**src/rtl/rf_wb_arbiter_pkg.sv**
```systemverilog
// Shared types for the register-file writeback arbiter.
// Register and data widths plus requester count.
package rf_wb_arbiter_pkg;

    localparam int N_REG = 32;
    localparam int N_REQ = 2;

    typedef logic [31:0] data_t;
    typedef logic [4:0]  reg_t;

endpackage

```
**src/rtl/rf_wb_arbiter_rr_arbiter2.sv**
```systemverilog
// Two-input round-robin arbiter holding the last-grant pointer.
// Grants are combinational; the pointer moves only on a fired transfer.
module rr_arbiter2
    import rf_wb_arbiter_pkg::*;
(
    input  logic             clk,
    input  logic             rst,
    input  logic [N_REQ-1:0] valid,
    input  logic             fire,
    output logic [N_REQ-1:0] grant
);

    logic last_q;
    logic last_d;

    always_comb begin
        grant = valid;
        if (valid == 2'b11) begin
            grant = last_q ? 2'b01 : 2'b10;
        end
        if (rst) begin
            grant = '0;
        end
    end

    always_comb begin
        last_d = last_q;
        if (fire) begin
            last_d = grant[1];
        end
    end

    always_ff @(posedge clk) begin
        if (rst) begin
            last_q <= 1'b1;
        end else begin
            last_q <= last_d;
        end
    end

endmodule

```
**src/rtl/rf_wb_arbiter.sv**
```systemverilog
// Writeback arbiter, registered write port and pending-destination scoreboard.
// WB_BYPASS_EN adds combinational forwarding of the committing write to reads.
module rf_wb_arbiter
    import rf_wb_arbiter_pkg::*;
(
    input  logic             i_clk,
    input  logic             i_rst,
    input  logic             i_wb0_valid,
    input  reg_t             i_wb0_rd,
    input  data_t            i_wb0_data,
    output logic             o_wb0_ready,
    input  logic             i_wb1_valid,
    input  reg_t             i_wb1_rd,
    input  data_t            i_wb1_data,
    output logic             o_wb1_ready,
    input  logic             i_issue_valid,
    input  reg_t             i_issue_rd,
    output logic [N_REG-1:0] o_busy,
`ifdef WB_BYPASS_EN
    input  reg_t             i_Rnum1,
    input  reg_t             i_Rnum2,
    input  data_t            i_Rd1,
    input  data_t            i_Rd2,
    output data_t            o_Rd1,
    output data_t            o_Rd2,
`endif
    output logic             o_Wen,
    output reg_t             o_Wnum,
    output data_t            o_Wd
);

    logic [N_REQ-1:0] req_valid;
    logic [N_REQ-1:0] grant;
    logic             fire;

    logic             wen_q, wen_d;
    reg_t             wnum_q, wnum_d;
    data_t            wd_q, wd_d;
    logic [N_REG-1:0] busy_q, busy_d;

    assign req_valid = {i_wb1_valid, i_wb0_valid};
    assign fire      = |(req_valid & grant);

    rr_arbiter2 u_arb (
        .clk   (i_clk),
        .rst   (i_rst),
        .valid (req_valid),
        .fire  (fire),
        .grant (grant)
    );

    assign o_wb0_ready = grant[0];
    assign o_wb1_ready = grant[1];

    always_comb begin
        wen_d  = 1'b0;
        wnum_d = wnum_q;
        wd_d   = wd_q;
        if (grant[1] && i_wb1_valid) begin
            wen_d  = (i_wb1_rd != '0);
            wnum_d = i_wb1_rd;
            wd_d   = i_wb1_data;
        end else if (grant[0] && i_wb0_valid) begin
            wen_d  = (i_wb0_rd != '0);
            wnum_d = i_wb0_rd;
            wd_d   = i_wb0_data;
        end
    end

    // Set after clear: a fresh issue to the committing register stays pending.
    always_comb begin
        busy_d = busy_q;
        if (wen_q) begin
            busy_d[wnum_q] = 1'b0;
        end
        if (i_issue_valid && (i_issue_rd != '0)) begin
            busy_d[i_issue_rd] = 1'b1;
        end
    end

    always_ff @(posedge i_clk) begin
        if (i_rst) begin
            wen_q  <= 1'b0;
            wnum_q <= '0;
            wd_q   <= '0;
            busy_q <= '0;
        end else begin
            wen_q  <= wen_d;
            wnum_q <= wnum_d;
            wd_q   <= wd_d;
            busy_q <= busy_d;
        end
    end

    assign o_Wen  = wen_q;
    assign o_Wnum = wnum_q;
    assign o_Wd   = wd_q;
    assign o_busy = busy_q;

`ifdef WB_BYPASS_EN
    assign o_Rd1 = (wen_q && wnum_q == i_Rnum1 && i_Rnum1 != '0) ? wd_q : i_Rd1;
    assign o_Rd2 = (wen_q && wnum_q == i_Rnum2 && i_Rnum2 != '0) ? wd_q : i_Rd2;
`endif

endmodule

```
**config.mk**
```make
export PLATFORM = sky130hd
export DESIGN_NAME = rf_wb_arbiter
export DESIGN_NICKNAME = d
export VERILOG_FILES = /design/src/rtl/rf_wb_arbiter_pkg.sv /design/src/rtl/rf_wb_arbiter_rr_arbiter2.sv /design/src/rtl/rf_wb_arbiter.sv
export SDC_FILE = /design/constraint.sdc
export NUM_CORES = 1
export LEC_CHECK = 0
export ABC_AREA = 0
export CELL_PAD_IN_SITES_DETAIL_PLACEMENT = 2
export CELL_PAD_IN_SITES_GLOBAL_PLACEMENT = 2
export CORE_UTILIZATION = 23
export DETAILED_ROUTE_END_ITERATION = 12
export GPL_ROUTABILITY_DRIVEN = 0
export GPL_TIMING_DRIVEN = 0
export PLACE_DENSITY_LB_ADDON = 0.1
export SLEW_MARGIN = 40
export SYNTH_ARGS = -nofsm -noshare
export SYNTH_HDL_FRONTEND = slang
export SYNTH_SLANG_ARGS = --single-unit
```
**constraint.sdc**
```tcl
create_clock -name i_clk -period 1.55 [get_ports i_clk]
set_input_delay 0.2325 -clock i_clk [delete_from_list [all_inputs] [get_ports i_clk]]
set_output_delay 0.2325 -clock i_clk [all_outputs]
set_load 0.01 [all_outputs]
```
==> impl_metrics.ini, run 1 <==
[worst_setup_path]
crit_type = flip-flop to flip-flop
crit_path_end_kind = flip-flop
crit_start = u_arb.last_q$_SDFFE_PP1P_
crit_arrival_ns = 1.73
reg2reg_from = u_arb.last_q$_SDFFE_PP1P_
cp.required_ns = 1.78
worstPathMaxFanout = 6
start_kind = flip-flop

[final_layout]
final_common_cell = clkdlybuf4s50_1
regArea_mm2 = 0.00143
multiInputGateArea_mm2 = 0.00151
design_area_mm2 = 0.00540
syn_to_final_growth_pct = 69.4
nFillCells = 1502
drive_above_1_share_pct = 10.2
final_cell_mix = 144 x clkdlybuf4s50_1, 67 x dfxtp_1, 63 x o21ai_0, 37 x inv_1, 37 x a221o_1
num-nets-final = 598
final_cells = 696
final_core_util_pct = 40.3

[sta]
tightest_slew_ns = 0.554
hold_viol = 0
tns_ns = 0
layout_min_cycle_time_ns = 1.50
holdWs_ns = 0.468
slew_viol_final = 0
post-route-period-util_pct = 96.7
timing.fmax_ghz = 0.667
slew_headroom_pct = 63.0
finClkSkew_ns = 0.00453
fin_ws_ns = 0.0505
setup_viol = 0

[logic_synthesis]
seq_area_frac_synth_pct = 44.5
ys_ff_latch = 71
synth.distinct_cells = 25
mappedNetlistArea_mm2 = 0.00319
synth_top_cell_by_area = dfxtp_1
yosys_warnings = 0
synth_cells = 344
synth_nets = 428
synth_area_per_cell_um2 = 9.27
synth.area.top_cells = dfxtp_1 45%, a221o_1 12%, a2111oi_0 10%, o21ai_0 9.9%, nor2b_1 6.3%
synth_top_area_share_pct = 44.5

[min_path]
hp-class = primary input to flip-flop
min_from = i_rst

[die]
io_pins = 156
start_util_pct = 23.8
core-area_mm2 = 0.0134
die_h_um = 120
die_x_um = 120
core.rowCount = 42
die_area_mm2 = 0.0143

[global_route]
grt_pass1_wl_um = 20400
grt_pass1_vias = 3820
overflow = 0
grtUsageTotal_pct = 18.6
grt_max_degree = 13
antenna_found_initial = 1

[clock_network]
clockBufferDepth = 2
clk_pin_slew_ns = 0.06
cts_tree = built
cts_max_level = 3
clock-root-buffer = clkbuf_16
numCtsBuffers = 9
clock_latency_ns = 0.34
cts.sinks = 71

[place]
dp.cells = 674
placed_area_mm2 = 0.00495
hpwl_um = 9670
portBuffers = 154
dp_slack_ns = -0.793

[routing]
drt-total-wl_um = 13200
wl_per_cell_um = 19.0
remaining_drc_errors = 0
firstDrtPassIters = 4
viasPerCell = 4.95
drt_iter0_markers = 116
vias = 3446
ant_nets = 0

[power]
p_int_mw = 3.84
p_switching_mw = 1.30
power.share.switching_pct = 25.2
p_leak_nw = 2.02
power.share.sequential_pct = 39.2
pwr_density_cell_mw_per_mm2 = 951
power_frac_comb_pct = 17.3
finalPower_mw = 5.14
max-vdd-ir-drop_uv = 425
pwr-share-clk_pct = 43.6

[run]
cap_violations = 0

[run_status]
status = finished, final reports clean
==> worst paths after layout <==
kind / endpoint / slack, ns / cells past startpoint
setup / recovery: o_Wd[24]$_SDFFE_PP0P_ / 0.05 / 6
hold / removal: o_Wd[3]$_SDFFE_PP0P_ / 0.47 / 3
setup reg to reg: o_Wd[24]$_SDFFE_PP0P_ / 0.05 / 6
hold reg to reg: o_Wd[4]$_SDFFE_PP0P_ / 0.49 / 1
==> layout make-up <==
| cell class | count | share of cell area (%) |
|---|---|---|
| antenna | 1 | 0.0463 |
| buffer | 26 | 3.15 |
| clock buffer | 10 | 4.24 |
| clock inverter | 6 | 1.57 |
| inverter | 37 | 2.57 |
| multi-input combinational | 209 | 28.0 |
| sequential | 71 | 26.5 |
| tap | 176 | 4.08 |
| timing repair buffer | 160 | 29.8 |
==> synth_stat cells <==
cell       count
a2111oi_0     37
nor3b_1        3
buf_4          2
and3b_1        1
buf_2          4
nand2b_1       2
a22o_1         1
a221o_1       37
clkbuf_1      15
nor3_4         1
nor2b_1       32
buf_6          4
or3_1          2
nor2_1         4
dfxtp_1       71
nor3_1         2
o21ai_0       63
clkbuf_2       2
nand2_1        4
nand3b_1       8
nand4bb_1      1
inv_1         37
nand3_1        4
nand4b_1       1
or3b_2         6
==> power groups by stage <==
| stage | clock (mW) | combinational, mW | sequential, mW |
|---|---|---|---|
| after floorplan | 0 | 0.279 | 2.07 |
| final | 2.24 | 0.888 | 2.01 |
| after global placement | 0 | 0.848 | 2.05 |
| after CTS | 2.30 | 0.870 | 2.01 |
| after global routing | 2.39 | 0.956 | 2.02 |
| after detailed placement | 0 | 0.868 | 2.05 |
==> cells by family after synthesis <==
kind of cell	count (synthesis)	share of synthesized area, %
flip-flops	71	44.5
AND/OR/NAND/NOR	71	14.6
buffers and inverters	64	8.94
AO/OA/AOI/OAI	138	31.9
==> sequential cells by signal (all words and copies together) (netlist names) <==
| register | flops |
|---|---|
| u_arb.last_q | 1 |
| o_busy | 32 |
| o_Wnum | 5 |
| o_Wen | 1 |
| o_Wd | 32 |
==> critical path, stage by stage, from the launching register on <==
cell       delay, ns
dfxtp_2         0.33
nand2_2         0.06
and3b_2         0.25
buf_6           0.14
buf_12          0.13
clkbuf_16       0.15
a221o_1         0.33
==> per-layer routing <==
metal	part of all wire [%]	vias to the layer above	GRT usage, %	wire [µm]
met5	0	-	0	0
met1	42	1695	21.9	5600
met4	0.94	0	4.92	125
li1	-	1642	-	-
met3	5.7	9	5.37	749
met2	51	100	32.7	6770
==> what timing repair did <==
action,in CTS,in global routing
hold buffers,0,0
endpoints found under the setup margin,52,20
gates cloned,0,2
gates resized for setup,34,12
pin swaps,0,5
setup buffers,2,2
(Power assumes the default switching activity.)
==> run 2, diff against run 1 <==
Settings changed: SETUP_SLACK_MARGIN set to 0.2, SLEW_MARGIN 40 to 20.
==> impl_metrics.ini, run 2 (synthesized netlist as in run 1, its figures left out) <==
[final_layout]
final_core_util_pct = 43.9
design_area_mm2 = 0.00589
antenna_cells = 0
nFillCells = 1481
final_cell_mix = 77 x clkdlybuf4s50_1, 69 x dlygate4sd2_1, 64 x dfxtp_1, 42 x o21ai_0
final_common_cell = clkdlybuf4s50_1
syn_to_final_growth_pct = 84.5
num-nets-final = 618
drive_above_1_share_pct = 19.1
final_cells = 715

[place]
dp.cells = 674
hpwl_um = 9670
portBuffers = 154
placed_area_mm2 = 0.00495

[worst_setup_path]
crit_arrival_ns = 1.80
worstPathMaxFanout = 5
cp.required_ns = 1.77
start_kind = flip-flop
crit_path_end_kind = flip-flop
crit_type = flip-flop to flip-flop

[die]
start_util_pct = 23.8
die_x_um = 120
core-area_mm2 = 0.0134
die_area_mm2 = 0.0143
die_h_um = 120
core.rowCount = 42
io_pins = 156

[sta]
timing.fmax_ghz = 0.632
setup_viol = 15
slew_headroom_pct = 57.0
fin_ws_ns = -0.0311
post-route-period-util_pct = 102
rsz0062_at_grt = true
hold_viol = 0
finClkSkew_ns = 0.00440
slew_viol_final = 0
layout_min_cycle_time_ns = 1.58
tns_ns = -0.226
tightest_slew_ns = 0.645

[global_route]
grt_max_degree = 13
grtUsageTotal_pct = 19.9
overflow = 0
grt_pass1_wl_um = 21700
antenna_found_initial = 0
grt_pass1_vias = 3922

[clock_network]
clock_latency_ns = 0.34
cts_max_level = 3
cts.sinks = 71
clockBufferDepth = 2
clock-root-buffer = clkbuf_16
postCtsHoldBufs = 0
numCtsBuffers = 9
clk_pin_slew_ns = 0.06
cts_tree = built

[power]
pwr_density_cell_mw_per_mm2 = 900
p_leak_nw = 2.50
max-vdd-ir-drop_uv = 455

[routing]
firstDrtPassIters = 4
drt_iter0_markers = 116
drt-total-wl_um = 14200
viasPerCell = 5.06
remaining_drc_errors = 0
vias = 3616
ant_nets = 0
wl_per_cell_um = 19.9

[run_status]
status = finished with violations
violations = negative setup slack

[min_path]
hp-class = primary input to flip-flop

[run]
cap_violations = 0
## run 2: per-stage QoR
step	worst slack, ns	hold WS (ns)	total power, mW
final	-0.0311	0.399	5.30
after detailed placement	-0.793	0.472	2.92
after CTS	0.00131	0.457	5.28
after floorplan	0.213	0.372	2.35
after global placement	-0.701	0.471	2.90
after global routing	-0.0706	0.455	5.52
## run 2: timing repair
item                       in CTS  in global routing
buffers inserted               12                  9
gates cloned                    4                  1
pin swaps                      41                  7
gates resized for setup       177                 43
setup endpoints to repair     130                 65
## run 2: layout make-up
| cell class | count | area (µm²) | share of cell area [%] |
|---|---|---|---|
| plain buffers | 26 | 234 | 3.97 |
| clock buffers | 10 | 229 | 3.89 |
| clock inverters | 6 | 85.1 | 1.44 |
| inverters | 37 | 139 | 2.36 |
| multi-input cells | 209 | 1740 | 29.5 |
| flip-flops and latches | 71 | 1440 | 24.5 |
| well taps | 176 | 220 | 3.74 |
| repair buffers | 180 | 1800 | 30.6 |
## run 2: power breakdown
part | internal, mW | switching (mW) | leakage [nW]
combinational | 0.574 | 0.466 | 1.77
sequential | 1.93 | 0.0797 | 0.585
clock | 1.40 | 0.845 | 0.148
total | 3.91 | 1.39 | 2.50
## run 2: path summary, 6_finish.rpt
| kind | start | end | slack (ns) | cells past startpoint |
|---|---|---|---|---|
| max | u_arb.last_q$_SDFFE_PP1P_ | o_Wd[20]$_SDFFE_PP0P_ | -0.03 | 7 |
| min | i_issue_rd[2] | o_busy[5]$_SDFF_PP0_ | 0.40 | 3 |
| max reg2reg | u_arb.last_q$_SDFFE_PP1P_ | o_Wd[20]$_SDFFE_PP0P_ | -0.03 | 7 |
| min reg2reg | o_Wd[4]$_SDFFE_PP0P_ | o_Wd[4]$_SDFFE_PP0P_ | 0.48 | 1 |
## run 2: critical path, cell delays in order (launching register included)
cell and delay (ns):
dfxtp_2 0.35, nand2_2 0.07, and3b_2 0.24, buf_6 0.13
buf_12 0.12, buf_12 0.12, buf_8 0.12, a221o_1 0.32
## run 2: metal layers
metal | track usage [%] | vias up | part of all wire (%)
li1 | - | 1691 | -
met1 | 22.9 | 1801 | 41
met2 | 35.9 | 107 | 52
met3 | 5.13 | 17 | 5.0
met4 | 5.78 | 0 | 1.6
met5 | 0 | - | 0
